$ cat src/rtl/intc_arbiter.sv
// Interrupt controller: latches, masks and arbitrates device sources onto the CP0 interrupt line.
// Define INTC_RR_EN for round-robin arbitration; fixed lowest-index priority otherwise.
module intc_arbiter #(
    parameter int unsigned N_SRC = 8,
    parameter int unsigned ID_W  = 3
) (
    input  logic              clk_i,
    input  logic              rst_i,
    input  logic [N_SRC-1:0]  src_i,
    input  logic              ir_taken_i,
    input  logic              eret_i,
    input  logic              cfg_we_i,
    input  logic              cfg_re_i,
    input  logic [1:0]        cfg_addr_i,
    input  logic [31:0]       cfg_wdata_i,
    output logic [31:0]       cfg_rdata_o,
    output logic              ir_out_o,
    output logic [ID_W-1:0]   ir_id_o,
    output logic              busy_o
);

    localparam logic [1:0] StIdle = 2'd0;
    localparam logic [1:0] StReq  = 2'd1;
    localparam logic [1:0] StSvc  = 2'd2;

    localparam logic [1:0] AddrMask = 2'd0;
    localparam logic [1:0] AddrPend = 2'd1;
    localparam logic [1:0] AddrIsr  = 2'd2;
    localparam logic [1:0] AddrMode = 2'd3;

    logic [1:0]       state_q, state_d;
    logic [N_SRC-1:0] mask_q, mask_d;
    logic [N_SRC-1:0] pend_q, pend_d;
    logic [N_SRC-1:0] mode_q, mode_d;
    logic [N_SRC-1:0] src_q;
    logic [ID_W-1:0]  ir_id_q, ir_id_d;
    logic             ir_out_q, ir_out_d;
    logic             busy_q, busy_d;
    logic [31:0]      rdata_q, rdata_d;

    logic [N_SRC-1:0] elig;
    logic [N_SRC-1:0] rot;
    logic [N_SRC-1:0] pend_set;
    logic [N_SRC-1:0] wr_clr;
    logic [N_SRC-1:0] take_clr;
    logic [ID_W-1:0]  base;
    logic [ID_W-1:0]  win_id;
    logic             take;
    logic             unused_wdata;

    assign unused_wdata = ^cfg_wdata_i;
    assign elig = pend_q & mask_q;
    assign take = (state_q == StReq) && ir_taken_i;

`ifdef INTC_RR_EN
    logic [ID_W-1:0] ptr_q, ptr_d;

    always_comb begin
        ptr_d = ptr_q;
        if (take) begin
            ptr_d = (ir_id_q == ID_W'(N_SRC - 1)) ? '0 : ir_id_q + ID_W'(1);
        end
    end

    always_ff @(posedge clk_i) begin
        if (rst_i) begin
            ptr_q <= '0;
        end else begin
            ptr_q <= ptr_d;
        end
    end

    assign base = ptr_q;
`else
    assign base = '0;
`endif

    // Rotate the eligible vector so the search always runs from bit 0 upward.
    always_comb begin
        int r;
        int s;
        rot = N_SRC'({elig, elig} >> base);
        r   = 0;
        for (int i = int'(N_SRC) - 1; i >= 0; i--) begin
            if (rot[i]) begin
                r = i;
            end
        end
        s = int'(base) + r;
        if (s >= int'(N_SRC)) begin
            s = s - int'(N_SRC);
        end
        win_id = ID_W'(s);
    end

    always_comb begin
        state_d  = state_q;
        ir_id_d  = ir_id_q;
        take_clr = '0;
        case (state_q)
            StIdle: begin
                if (|elig) begin
                    state_d = StReq;
                    ir_id_d = win_id;
                end
            end
            StReq: begin
                if (ir_taken_i) begin
                    state_d           = StSvc;
                    take_clr[ir_id_q] = 1'b1;
                end else if (!mask_q[ir_id_q] || !pend_q[ir_id_q]) begin
                    state_d = StIdle;
                end
            end
            StSvc: begin
                if (eret_i) begin
                    state_d = StIdle;
                end
            end
            default: state_d = StIdle;
        endcase
        ir_out_d = (state_d == StReq);
        busy_d   = (state_d != StIdle);
    end

    // Set wins over W1C and take-clear so a source re-asserting that cycle is never lost.
    always_comb begin
        pend_set = (mode_q & src_i & ~src_q) | (~mode_q & src_i);
        wr_clr   = (cfg_we_i && cfg_addr_i == AddrPend) ? cfg_wdata_i[N_SRC-1:0] : '0;
        pend_d   = (pend_q & ~(wr_clr | take_clr)) | pend_set;
        mask_d   = (cfg_we_i && cfg_addr_i == AddrMask) ? cfg_wdata_i[N_SRC-1:0] : mask_q;
        mode_d   = (cfg_we_i && cfg_addr_i == AddrMode) ? cfg_wdata_i[N_SRC-1:0] : mode_q;
    end

    always_comb begin
        rdata_d = rdata_q;
        if (cfg_re_i) begin
            rdata_d = '0;
            unique case (cfg_addr_i)
                AddrMask: rdata_d[N_SRC-1:0] = mask_q;
                AddrPend: rdata_d[N_SRC-1:0] = pend_q;
                AddrIsr: begin
                    rdata_d[31]       = (state_q == StSvc);
                    rdata_d[ID_W-1:0] = ir_id_q;
                end
                AddrMode: rdata_d[N_SRC-1:0] = mode_q;
                default:  rdata_d = '0;
            endcase
        end
    end

    always_ff @(posedge clk_i) begin
        if (rst_i) begin
            state_q  <= StIdle;
            mask_q   <= '0;
            pend_q   <= '0;
            mode_q   <= '1;
            src_q    <= '0;
            ir_id_q  <= '0;
            ir_out_q <= 1'b0;
            busy_q   <= 1'b0;
            rdata_q  <= '0;
        end else begin
            state_q  <= state_d;
            mask_q   <= mask_d;
            pend_q   <= pend_d;
            mode_q   <= mode_d;
            src_q    <= src_i;
            ir_id_q  <= ir_id_d;
            ir_out_q <= ir_out_d;
            busy_q   <= busy_d;
            rdata_q  <= rdata_d;
        end
    end

    assign cfg_rdata_o = rdata_q;
    assign ir_out_o    = ir_out_q;
    assign ir_id_o     = ir_id_q;
    assign busy_o      = busy_q;

endmodule

$ cat config.mk
export PLATFORM = sky130hd
export DESIGN_NAME = intc_arbiter
export DESIGN_NICKNAME = d
export VERILOG_FILES = /design/src/rtl/intc_arbiter.sv
export SDC_FILE = /design/constraint.sdc
export NUM_CORES = 1
export LEC_CHECK = 0
export ABC_AREA = 1
export ABC_CLOCK_PERIOD_IN_PS = 1070
export CAP_MARGIN = 10
export CORE_AREA = 5 5 83 85
export DETAILED_ROUTE_END_ITERATION = 12
export DIE_AREA = 0 0 88 90
export PLACE_DENSITY = 0.83
export SYNTH_ARGS = -nofsm -noshare
export SYNTH_HDL_FRONTEND = slang
export SYNTH_SLANG_ARGS = --single-unit
$ cat constraint.sdc
create_clock -name clk_i -period 1.07 [get_ports clk_i]
set_input_delay 0.107 -clock clk_i [delete_from_list [all_inputs] [get_ports clk_i]]
set_output_delay 0.107 -clock clk_i [all_outputs]
set_load 0.05 [all_outputs]
==> reports/qor.yml <==
setup_path:
  slowest_delay_ns: 0.42
  worst_ep_arrival_time_ns: 1.48
  cp_cell_sequence: "buf_6, nand2_1, nand3_1, nand2_1, nor2_2, nor2_1, nand2_1, nand2_1, nand2_2, nand2_1"
  crit_required_ns: 1.28
  critPathKind: "flop to flop"
  crit_fanout: 7
  cp-start-kind: "flop"
  crit_top_cell: "nand2_1"
  slowest_stage: "dfxtp_4"
  endpoint_kind: "flop"
global_route:
  grtUsageMet1_pct: 22.7
  grt_max_degree: 22
  grt_pass1_wl_um: 12200
  antenna_found_initial: 0
  grt_use_met2_pct: 33.6
  globalRouteOverflowTotal: 0
  grtUsageTotal_pct: 19.3
  first_global_vias: 2689
  grt_use_met3_pct: 4.11
  top_usage_layer: "met2"
timing:
  setup_tns_ns: -1.28
  hold_viol: 0
  clock_skew_ns: 0.00882
  setup_violations: 17
  setup_ws_ns: -0.204
  finalCritPeriodShare_pct: 119
  finalCriticalPeriod_ns: 1.27
  grt_setup_unrepaired: "true"
  hold-worst-slack_ns: 0.325
  drv_slew: 0
  clock.fmax_mhz: 785
yosys:
  yosysWarningCount: 0
  synthMuxAreaShare_pct: 0
  synth.distinct_cells: 27
  synth_xor_xnor_area_share_pct: 0
  synth_top_area_share_pct: 39.6
  synth-simple-area-share_pct: 27.8
  synth.avg_cell_area_um2: 6.70
  synth_adder_area_share_pct: 0
  synth_top_family_by_area: "simple AND/OR/NAND/NOR gates"
  synth_compound_area_share_pct: 15.4
  synth-seq-cells: 48
  netlist_area_mm2: 0.00243
  synth_seq_area_share_pct: 39.6
  synth_top_cells_by_area: "dfxtp_1 (40%), nand2_1 (15%), buf_4 (7.7%)"
  syn_inst: 362
  yosysTopAreaCell: "dfxtp_1"
place:
  port_buffers: 37
  dp_hpwl_um: 5140
  routabilityCongestion: 0.873
hold_path:
  hp-class: "input port to flop"
die:
  fp.dieH_um: 90
  ios: 85
  core-area_mm2: 0.00613
  die_w_um: 88
  num_rows: 29
  floorplan.initialDensity_pct: 39.6
  die_area_mm2: 0.00792
routing:
  routed_via_density: 5.08
  routed_wl_um: 7820
  vias: 2715
  detail-route-antenna-nets: 0
  post-route-drc-count: 0
  drt-initial-drc-count: 235
  wl_per_cell_um: 14.6
  dr.pass1.iters: 5
power:
  finalPower_uw: 4880
  p_per_area_mw_per_mm2: 1290
  peakVddDrop_uv: 838
  leakage_uw: 0.00183
clocking:
  cts_max_level: 2
  cts.sinks: 48
  tritoncts: "yes"
  cts-root-buf: "clkbuf_8"
  numCtsBuffers: 5
  clk_pin_slew_ns: 0.09
  worstSkewPairLatency_ns: 0.31
  clk_path_buf_depth: 2
  cts_hold_buf: 0
status:
  outcome: "finished, violations left"
  violations: "negative setup slack"
flow_run:
  maxCapViolations: 0
final_layout:
  final_nets: 504
  final_layout_size_suffix_gt1_share_pct: 37.2
  n_antenna_cell: 0
  area_growth_pct: 56.2
==> flip-flops by register name, indices dropped and copies added, names as in the netlist <==
| register | count |
|---|---|
| busy_o | 1 |
| cfg_rdata_o | 9 |
| ir_id_o | 3 |
| ir_out_o | 1 |
| mask_q | 8 |
| mode_q | 8 |
| pend_q | 8 |
| src_q | 8 |
| state_q | 2 |
==> cells in the final DEF (no fill, tap or decap) <==
cell,netlist,routed
clkbuf_8,0,6
nand2_2,2,13
buf_4,25,48
o21ai_2,0,3
inv_2,8,12
nor2_4,1,7
nor2_2,2,5
nor2_1,40,31
dfxtp_1,48,28
a21o_1,1,1
nor3_4,1,4
clkbuf_1,5,2
nand3_2,0,7
inv_1,39,30
o21ai_1,18,17
buf_12,0,15
o221ai_2,0,1
nor4_4,0,1
a21oi_1,20,18
o22ai_2,0,1
a31oi_1,5,3
clkdlybuf4s50_1,0,21
dlygate4sd2_1,0,2
buf_6,2,13
a31oi_2,0,2
nand2_4,0,4
dfxtp_2,0,14
conb_1,1,23
a21oi_2,1,2
a21oi_4,0,1
o21ai_0,15,13
o211ai_1,6,6
nand3_1,18,11
nand2_1,96,81
inv_4,0,5
dfxtp_4,0,6
==> per-stage QoR <==
step / worst slack, ns / area [um2] / instances / utilization (%)
after detailed placement: -0.473 / 3270 / 511 / 53.4
after CTS: -0.156 / 3620 / 531 / 59.0
after global routing: -0.306 / 3790 / 534 / 61.8
final: -0.204 / 3790 / 534 / 61.8
after floorplan: -0.129 / 2550 / 384 / -
after global placement: -0.416 / 3270 / 511 / 53.4
==> critical path, delay by kind of cell, from the launching register on <==
family / cells / cell delay (ns)
simple gates: 9 / 0.59
flops: 1 / 0.42
buf+inv: 1 / 0.15
==> cell type report <==
| type | instances | area [um2] |
|---|---|---|
| Sequential cell | 48 | 1000 |
| Clock buffer | 8 | 90.1 |
| Fill cell | 487 | 2340 |
| Multi-Input combinational cell | 255 | 1380 |
| Timing Repair Buffer | 99 | 1030 |
| Tap cell | 77 | 96.3 |
| Inverter | 47 | 189 |
==> timing repair <==
| item | in CTS | in global routing |
|---|---|---|
| pin swaps | 19 | 14 |
| endpoints found under the setup margin | 42 | 26 |
| gates resized for setup | 62 | 41 |
| setup buffers | 12 | 3 |
==> cells by family after synthesis <==
| kind of cell | after synthesis |
|---|---|
| other | 1 |
| buffers and inverters | 81 |
| and+or+nand+nor | 164 |
| DFF | 48 |
| AOI/OAI and AO/OA | 68 |
==> layer usage <==
layer / share of wire (%) / vias to the layer above
met3: 7.2 / 27
met4: 2.8 / 0
met5: 0 / -
met2: 51 / 138
li1: - / 1298
met1: 39 / 1252
==> power by group <==
| group | switching [uW] | internal, uW | leakage, uW | total [uW] |
|---|---|---|---|---|
| Combinational | 942 | 714 | 0.00138 | 1660 |
| Sequential | 164 | 1920 | 0.000405 | 2090 |
| Clock | 611 | 528 | 0.0000455 | 1140 |
==> cell usage after synthesis (all sizes together) <==
| cell | n |
|---|---|
| nor2 | 43 |
| a21oi | 21 |
| a31oi | 5 |
| o22ai | 1 |
| conb | 1 |
| o221ai | 1 |
| a21o | 1 |
| nand2 | 98 |
| buf | 29 |
| dfxtp | 48 |
| nor3 | 4 |
| nand3 | 18 |
| o21ai | 33 |
| clkbuf | 5 |
| o211ai | 6 |
| nor4 | 1 |
| inv | 47 |
==> path summary, 6_finish.rpt <==
check | from | end | slack [ns] | depth (start not counted)
setup reg to reg | ir_id_o[0] | busy_o | -0.20 | 10
setup / recovery | ir_id_o[0] | busy_o | -0.20 | 10
hold / removal | src_i[7] | src_q[7] | 0.33 | 3
hold reg to reg | src_q[5] | pend_q[5] | 0.49 | 3
No activity file was read; power rests on OpenSTA's default activity.
